File: src/rtl/heartbeat_monitor_if.sv
// heartbeat_monitor_if: heartbeat input and monitor status bundle
// master: drives i_heartbeat and observes status (board side / bench)
// slave : heartbeat_monitor itself
// CW    : measurement width, must match the monitor's CW
interface heartbeat_monitor_if #(
    parameter int CW = 24
);
    logic          i_heartbeat;
    logic          o_alive;
    logic          o_lost;
    logic          o_fault;
    logic          o_period_valid;
    logic [CW-1:0] o_period;
    logic [CW-1:0] o_high_time;
    logic [15:0]   o_err_count;
    modport master (
        output i_heartbeat,
        input  o_alive, o_lost, o_fault, o_period_valid, o_period, o_high_time, o_err_count
    );
    modport slave (
        input  i_heartbeat,
        output o_alive, o_lost, o_fault, o_period_valid, o_period, o_high_time, o_err_count
    );
endinterface

File: src/rtl/heartbeat_monitor.sv
// heartbeat_monitor: measures heartbeat period/high time and tracks alive, fault and lost status
// Ports: clk, reset (async, active-high), hb (heartbeat_monitor_if.slave):
//   i_heartbeat in; o_alive, o_lost, o_fault, o_period_valid, o_period, o_high_time, o_err_count out
// Optional: HEARTBEAT_MON_STATS_EN enables the saturating bad-period/timeout counter on o_err_count
module heartbeat_monitor #(
    parameter int Modulo    = 12_000_000,
    parameter int Duty      = 2_400_000,
    parameter int Tolerance = 120_000,
    parameter int LockCount = 3,
    parameter int CW        = $clog2(Modulo + Tolerance + 2)
) (
    input logic                clk,
    input logic                reset,
    heartbeat_monitor_if.slave hb
);
    localparam int GW = $clog2(LockCount + 1);
    localparam logic [CW-1:0] PMAX = CW'(Modulo + Tolerance);
    localparam logic [CW-1:0] P_LO = CW'(Modulo > Tolerance ? Modulo - Tolerance : 0);
    localparam logic [CW-1:0] P_HI = CW'(Modulo + Tolerance);
    localparam logic [CW-1:0] H_LO = CW'(Duty > Tolerance ? Duty - Tolerance : 0);
    localparam logic [CW-1:0] H_HI = CW'(Duty + Tolerance);
    typedef enum logic [1:0] {LOST, ACQUIRE, LOCKED} state_t;
    state_t        state;
    logic          s1, s2, s3, fell;
    logic [CW-1:0] per_cnt, hi_cnt, meas_p, meas_h;
    logic [GW-1:0] good_cnt;
    logic          rise_evt, fall_evt, timeout, good;
    assign rise_evt = s2 & ~s3;
    assign fall_evt = ~s2 & s3;
    // both counts include the rise cycle itself, so a pulse of N sampled cycles measures N
    assign meas_p   = per_cnt + 1'b1;
    assign meas_h   = fell ? hi_cnt + 1'b1 : meas_p;
    assign good     = meas_p >= P_LO && meas_p <= P_HI && meas_h >= H_LO && meas_h <= H_HI;
    // a rise on the saturation cycle is a (bad) period, not a timeout
    assign timeout  = per_cnt == PMAX && !rise_evt && state != LOST;
    always_ff @(posedge clk or posedge reset) begin
        if (reset) begin
            {s1, s2, s3, fell}   <= '0;
            per_cnt              <= '0;
            hi_cnt               <= '0;
            good_cnt             <= '0;
            state                <= LOST;
            hb.o_alive           <= 1'b0;
            hb.o_lost            <= 1'b0;
            hb.o_fault           <= 1'b0;
            hb.o_period_valid    <= 1'b0;
            hb.o_period          <= '0;
            hb.o_high_time       <= '0;
        end else begin
            s1                <= hb.i_heartbeat;
            s2                <= s1;
            s3                <= s2;
            per_cnt           <= rise_evt ? '0 : (per_cnt == PMAX ? per_cnt : per_cnt + 1'b1);
            // high time freezes at the first fall so later glitches cannot extend it
            hi_cnt            <= rise_evt ? '0 : (s2 && !fell && hi_cnt != PMAX ? hi_cnt + 1'b1 : hi_cnt);
            fell              <= rise_evt ? 1'b0 : fell | fall_evt;
            hb.o_lost         <= 1'b0;
            hb.o_fault        <= 1'b0;
            hb.o_period_valid <= 1'b0;
            if (timeout) begin
                state      <= LOST;
                good_cnt   <= '0;
                hb.o_alive <= 1'b0;
                hb.o_lost  <= 1'b1;
            end else if (rise_evt) begin
                if (state == LOST) begin
                    state    <= ACQUIRE;
                    good_cnt <= '0;
                end else begin
                    hb.o_period       <= meas_p;
                    hb.o_high_time    <= meas_h;
                    hb.o_period_valid <= 1'b1;
                    if (!good) begin
                        hb.o_fault <= state == LOCKED;
                        hb.o_alive <= 1'b0;
                        state      <= ACQUIRE;
                        good_cnt   <= '0;
                    end else if (state == ACQUIRE && 32'(good_cnt) + 1 >= LockCount) begin
                        state      <= LOCKED;
                        hb.o_alive <= 1'b1;
                    end else if (state == ACQUIRE) begin
                        good_cnt <= good_cnt + 1'b1;
                    end
                end
            end
        end
    end
`ifdef HEARTBEAT_MON_STATS_EN
    logic [15:0] err_cnt;
    logic        err_evt;
    assign err_evt = timeout || (rise_evt && state != LOST && !good);
    always_ff @(posedge clk or posedge reset) begin
        if (reset) err_cnt <= '0;
        else if (err_evt && err_cnt != 16'hFFFF) err_cnt <= err_cnt + 1'b1;
    end
    assign hb.o_err_count = err_cnt;
`else
    assign hb.o_err_count = 16'h0000;
`endif
endmodule
File: src/flat_wrapper.sv
// flat-port wrapper written by rule: the top's interface ports become plain ports
module heartbeat_monitor_flat 
#(
    parameter int Modulo    = 12_000_000,
    parameter int Duty      = 2_400_000,
    parameter int Tolerance = 120_000,
    parameter int LockCount = 3,
    parameter int CW        = $clog2(Modulo + Tolerance + 2)
)
  (clk, reset, hb_i_heartbeat, hb_o_alive, hb_o_lost, hb_o_fault, hb_o_period_valid, hb_o_period, hb_o_high_time, hb_o_err_count);
  heartbeat_monitor_if #(.CW(CW)) hb_i ();
  input logic clk;
  input logic reset;
  input wire logic [$bits(hb_i.i_heartbeat)-1:0] hb_i_heartbeat;
  output wire logic [$bits(hb_i.o_alive)-1:0] hb_o_alive;
  output wire logic [$bits(hb_i.o_lost)-1:0] hb_o_lost;
  output wire logic [$bits(hb_i.o_fault)-1:0] hb_o_fault;
  output wire logic [$bits(hb_i.o_period_valid)-1:0] hb_o_period_valid;
  output wire logic [$bits(hb_i.o_period)-1:0] hb_o_period;
  output wire logic [$bits(hb_i.o_high_time)-1:0] hb_o_high_time;
  output wire logic [$bits(hb_i.o_err_count)-1:0] hb_o_err_count;
  assign hb_i.i_heartbeat = hb_i_heartbeat;
  assign hb_o_alive = hb_i.o_alive;
  assign hb_o_lost = hb_i.o_lost;
  assign hb_o_fault = hb_i.o_fault;
  assign hb_o_period_valid = hb_i.o_period_valid;
  assign hb_o_period = hb_i.o_period;
  assign hb_o_high_time = hb_i.o_high_time;
  assign hb_o_err_count = hb_i.o_err_count;
  heartbeat_monitor #(.Modulo(Modulo), .Duty(Duty), .Tolerance(Tolerance), .LockCount(LockCount), .CW(CW)) u_core (.clk(clk), .reset(reset), .hb(hb_i));
endmodule
File: config.mk
export PLATFORM = sky130hd
export DESIGN_NAME = heartbeat_monitor_flat
export DESIGN_NICKNAME = d
export VERILOG_FILES = /design/src/rtl/heartbeat_monitor_if.sv /design/src/rtl/heartbeat_monitor.sv /design/src/flat_wrapper.sv
export SDC_FILE = /design/constraint.sdc
export NUM_CORES = 1
export LEC_CHECK = 0
export CORE_ASPECT_RATIO = 1.4
export CORE_MARGIN = 8
export CORE_UTILIZATION = 59
export DETAILED_ROUTE_END_ITERATION = 7
export HOLD_SLACK_MARGIN = 0.02
export PLACE_DENSITY = 0.93
export SLEW_MARGIN = 20
export SYNTH_ARGS = -nofsm -noshare
export SYNTH_HDL_FRONTEND = slang
export SYNTH_SLANG_ARGS = --single-unit
File: constraint.sdc
create_clock -name clk -period 6 [get_ports clk]
set_input_delay 0.6 -clock clk [delete_from_list [all_inputs] [get_ports clk]]
set_output_delay 0.6 -clock clk [all_outputs]
set_load 0.01 [all_outputs]
==> Yosys cells after proc, flatten, opt, wreduce, memory -nomap -nowiden <==
Cells that the tools add are included.
{ "word_totals": {"regBits": 108, "latch_bits": 0, "ramBits": 0, "rom_bits": 0, "inputBits": 3, "elab_cells": 88, "n_memories": 0} }
{ "op_classes": {"addsub": 4, "multipliers": 0, "div": 0, "n_lt_le_gt_ge": 5, "n_eq_ne": 10, "shifts": 0, "muxes": 30, "bitwise_logic": 7, "reduce_logical": 18} }
{ "op_table": {"columns": ["cell", "count"], "rows": [
  ["24-bit two-way mux", 5],
  ["24-bit by 1-bit adder with 24-bit output (second input constant)", 2],
  ["32-bit by 2-bit greater-or-equal comparator with 1-bit output (second input constant)", 1],
  ["24-bit equality test (second input constant)", 1],
  ["24-bit by 22-bit greater-or-equal comparator with 1-bit output (second input constant)", 1],
  ["24-bit greater-or-equal comparator (second input constant)", 1],
  ["24-bit by 22-bit <= comparator with 1-bit output (second input constant)", 1],
  ["24-bit <= comparator (second input constant)", 1],
  ["24-bit != test (second input constant)", 1],
  ["2-bit two-way mux", 11],
  ["1-bit two-way mux", 14],
  ["4-bit by 3-bit != test with 1-bit output (second input constant)", 3],
  ["3-bit AND reduction", 3],
  ["1-bit logical AND", 8],
  ["2-bit nonzero test", 3],
  ["2-bit by 1-bit != test with 1-bit output (second input constant)", 2],
  ["1-bit NOT", 4],
  ["2-bit by 1-bit adder with 3-bit output (second input constant)", 1],
  ["3-bit by 2-bit != test with 1-bit output (second input constant)", 1],
  ["2-bit by 1-bit adder with 2-bit output (second input constant)", 1],
  ["1-bit bitwise AND", 2],
  ["2-bit by 1-bit equality test with 1-bit output (second input constant)", 1],
  ["2-bit equality test (second input constant)", 1],
  ["1-bit logical NOT", 2],
  ["3 further kinds", 3]
]} }

==> Longest topological paths before layout <==
{ "logic_depth": {"ltp_word": 9, "depth_mapped": 12} }

==> Worst setup path after synthesis <==
No wires, ideal clock.
{ "synth_path": {"kind": "register -> register", "startpoint": "register u_core.hi_cnt[0]", "endpoint": "register u_core.good_cnt[1]", "setup_ns": 0.127, "arrival_ns": 3.179, "setup_slack_ns": 2.694, "path_stages_with_launch": 11, "path_buffers": 1, "synth_period_minus_slack_ns": 3.306, "cell_sequence": "dfrtp_1 ha_1 nand3_2 or4_1 buf_2 o211a_1 or4_1 nor4b_4 o2111ai_2 a41oi_1 o22ai_1"} }
{ "synth_via": {"elab_chain_cells": 9} }
{ "synth_lines": {"columns": ["element", "line", "rtl"], "rows": [
  ["start, declared", "heartbeat_monitor.sv:25", "logic [CW-1:0] per_cnt, hi_cnt, meas_p, meas_h;"],
  ["start signal, assigned", "heartbeat_monitor.sv:55", "hi_cnt <= rise_evt ? '0 : (s2 && !fell && hi_cnt != PMAX ? hi_cnt + 1'b1 : hi_cnt);"],
  ["24-bit by 1-bit adder with 24-bit output (*)", "heartbeat_monitor.sv:32", "assign meas_h = fell ? hi_cnt + 1'b1 : meas_p;"],
  ["24-bit two-way mux (*)", "heartbeat_monitor.sv:32", null],
  ["24-bit by 22-bit greater-or-equal comparator with 1-bit output", "heartbeat_monitor.sv:33", "assign good = meas_p >= P_LO && meas_p <= P_HI && meas_h >= H_LO && meas_h <= H_HI;"],
  ["1-bit logical AND", "heartbeat_monitor.sv:33", null],
  ["1-bit logical AND (*)", "heartbeat_monitor.sv:33", null],
  ["2-bit two-way mux", "heartbeat_monitor.sv:73", "if (!good) begin"],
  ["2-bit two-way mux", "heartbeat_monitor.sv:66", "if (state == LOST) begin"],
  ["2-bit two-way mux", "heartbeat_monitor.sv:65", "end else if (rise_evt) begin"],
  ["2-bit two-way mux", "heartbeat_monitor.sv:60", "if (timeout) begin"],
  ["end signal, assigned", "heartbeat_monitor.sv:82", "good_cnt <= good_cnt + 1'b1;"],
  ["end, declared", "heartbeat_monitor.sv:26", "logic [GW-1:0] good_cnt;"]
]} }
Every way passes the cells marked *; elsewhere a longest branch is shown, timed or not. The select of a mux whose other input is x is not followed.
A chain may end at the register's enable or synchronous reset.

==> Final worst setup path <==
{ "layout_path": {"startpoint": "register u_core.per_cnt[0]", "endpoint": "register u_core.good_cnt[0]"} }
{ "layout_via": {"elab_chain_cells": 9} }
{ "layout_lines": {"columns": ["element", "line", "rtl"], "rows": [
  ["start, declared", "heartbeat_monitor.sv:25", null],
  ["start signal, assigned", "heartbeat_monitor.sv:53", "per_cnt <= rise_evt ? '0 : (per_cnt == PMAX ? per_cnt : per_cnt + 1'b1);"],
  ["24-bit by 1-bit adder with 24-bit output", "heartbeat_monitor.sv:31", "assign meas_p = per_cnt + 1'b1;"],
  ["24-bit two-way mux, or another cell as far along", "heartbeat_monitor.sv:32", null],
  ["24-bit by 22-bit greater-or-equal comparator with 1-bit output / 1-bit logical AND (equally long branches)", "heartbeat_monitor.sv:33", null],
  ["1-bit logical AND (2 in a row)", "heartbeat_monitor.sv:33", null],
  ["2-bit two-way mux", "heartbeat_monitor.sv:73", null],
  ["2-bit two-way mux", "heartbeat_monitor.sv:66", null],
  ["2-bit two-way mux", "heartbeat_monitor.sv:65", null],
  ["2-bit two-way mux", "heartbeat_monitor.sv:60", null]
]} }
Parallel ways exist; a longest one is shown, timed or not. The select of a mux whose other input is x is not followed.

==> impl_metrics.ini <==
[outcome]
status = finished clean

[power]
power.switching_uw = 506
fin_total_pwr_mw = 1.72
combPwrFrac_pct = 18.2
p_leak_nw = 3.05
ir_drop_v = 0.000149
clkPwrFrac_pct = 34.0
p_int_mw = 1.22
p_per_area_nw_per_um2 = 233
switching_share_pct = 29.3
power_frac_seq_pct = 47.9

[timing]
hold_viol_final = 0
tightest_slew_ps = 907
slew_violations = 0
rsz0062_at_grt = no
max_slew_margin_pct = 38.9
fin_skew_ps = 11.5
setup_viol = 0
period_needed_ps = 3900
fmax_mhz = 256
setup_tns_ps = 0
fin_crit_sh_pct = 65.1

[clock_network]
clockBufferDepth = 2
cts.reportedPaths.clkPinSlew_ps = 70
cts_resized = 0
cts.sinks = 108
hold_buffers = 0
numCtsBuffers = 9
clk_latency_ps = 360
post_cts_buffers = 0
htreeDepth = 3
cts-root-buf = clkbuf_16
cts_tree = built

[setup_path]
cp_data_arrival_time_ps = 4130
cp.required_ps = 6230
end_kind = register
crit_path_start_kind = register
path_max_fanout = 13
worst-setup-path-type = register to register
worstRegToRegCells = 10

[detailed_routing]
wirelength_um = 19200
drt_first_pass_iters = 5
first_iter_violations = 641
drc = 0
dr_total_vias = 6138
via_per_inst = 6.57
wl_per_cell_um = 20.6
detail-route-antenna-nets = 0

[synth]
yosys.area.top_type_share_pct = 40.7
synth_edf_count = 0
synth-seq-cells = 108
synth_warnings = 0
syn-cell-area_sq_um = 6640
yosysSeqAreaShare_pct = 40.7
synthArstFlopShare_pct = 100
synth_cell_type_count = 76
ys.flop_type = dfrtp_1
synth_top_cells_by_count = nand2_1 (111), dfrtp_1 (108), o21ai_0 (87)
netlist_top_cells_area = dfrtp_1 (41%), o21ai_0 (6.6%), nand2_1 (6.3%)
synth_cells = 777
synth.most_common_cell = nand2_1
syn_area_per_cell_sq_um = 8.55
yosys.area.top_type = dfrtp_1

[die]
coreArea_sq_um = 11200
die_w_um = 106
ioPinCount = 71
start_util_pct = 59.5
die_area_sq_um = 15000
rows = 46
die_y_um = 142

[grt]
gr-total-overflow = 0
grt_first_pass_wirelength_um = 30700
grt_use_total_pct = 25.7
grt_pass1_vias = 5801
grt_start_max_net_pins = 61
antenna_found_initial = 0

[job]
drv_cap = 0

[layout]
diodes = 0
final_cells = 934
final_nets = 796
drive_gt1_share_pct = 5.82
area_growth_syn_to_layout_pct = 11.4

[place]
dp.cells = 919
port_buffers = 54
dp_hpwl_um = 13900
gp_congestion = 0.999

[min_path]
min_path_type = register to register
holdPathStages = 0
[logic make-up (layout without fill, tap and decap cells)]
group,after synthesis,after routing,share of synthesized area (%)
flops,108,108,40.7
other cells,1,16,0.0565
mux,12,12,2.00
xor+xnor,40,40,5.28
simple gates,337,337,26.6
fa+ha+maj,6,6,1.13
compound gates,184,184,17.7
buf+inv,89,87,6.54
[per-stage QoR]
stage | hold WS [ps] | area (sq um) | worst slack, ps | util, %
6_report | 359 | 7400 | 2100 | 66.2
5_1_grt | 374 | 7400 | 1800 | 66.2
4_1_cts | 361 | 7370 | 2150 | 66.0
3_5_place_dp | 346 | 7090 | 2200 | 63.5
3_3_place_gp | 333 | 7090 | 2280 | 63.5
2_1_floorplan | 331 | 6700 | 2550 | -
[state kept, by name, summed over array words and instances (netlist names)]
signal                    cells
u_core.hb.o_period           24
u_core.s3                     1
u_core.s2                     1
u_core.hb.o_alive             1
u_core.s1                     1
u_core.good_cnt               2
u_core.hb.o_high_time        24
u_core.per_cnt               24
u_core.fell                   1
u_core.hb.o_lost              1
u_core.hi_cnt                24
u_core.hb.o_period_valid      1
u_core.hb.o_fault             1
u_core.state                  2
[final timing paths]
check | startpoint | to | slack, ps
worst max-delay path | u_core.per_cnt[0] | u_core.good_cnt[0] | 2100
worst min-delay path | u_core.s1 | u_core.s2 | 360
worst max register to register | u_core.per_cnt[0] | u_core.good_cnt[0] | 2100
worst min register to register | u_core.s1 | u_core.s2 | 360
max in group asynchronous | reset | u_core.hb.o_period[3] | 4160
min in group asynchronous | reset | u_core.hb.o_period[7] | 690
[cell type report]
cell class / count / area (sq um)
repair buffers: 61 / 613
well taps: 144 / 180
inverters: 12 / 47.5
clock buffers: 10 / 229
multi-input cells: 595 / 3570
clock inverters: 4 / 52.6
flip-flops and latches: 108 / 2700
fillers: 898 / 3770
[power by group through the flow]
stage	registers, mW	clock network (mW)	logic (mW)
finish	0.826	0.586	0.314
global route	0.830	0.622	0.337
CTS	0.824	0.588	0.309
detailed placement	0.837	0	0.306
global placement	0.834	0	0.301
floorplan	0.828	0	0.182
[worst max-delay path, cell delays in order, from the launching register on]
cell and delay, ps:
dfrtp_1 610, ha_1 380, nand3_2 220, nor4_1 830, xor2_1 300, and4_1 250
o2111ai_1 200, o211ai_1 280, o2111ai_2 270, a41oi_1 310, mux2i_1 110
[cells in the final DEF (no fill, tap or decap), types with 14 or more instances in the layout]
cell | synthesis | layout
nor2_1 | 66 | 66
conb_1 | 1 | 16
clkdlybuf4s50_1 | 0 | 54
xor2_1 | 14 | 14
nand4_1 | 17 | 17
a21oi_1 | 15 | 15
nor3_1 | 24 | 24
nand3_1 | 23 | 23
dfrtp_1 | 108 | 108
xnor2_1 | 26 | 26
nor4_1 | 16 | 16
nand2_1 | 111 | 111
o21ai_0 | 87 | 87
[metal layers]
layer,global-route usage (%),share of wire (%),vias to the layer above
met2,42.6,50,359
met4,18.8,7.3,0
met1,29.6,36,2905
met5,0,0,-
met3,3.90,7.2,99
li1,-,-,2775
Note: power is estimated with default switching activity, not from simulation.
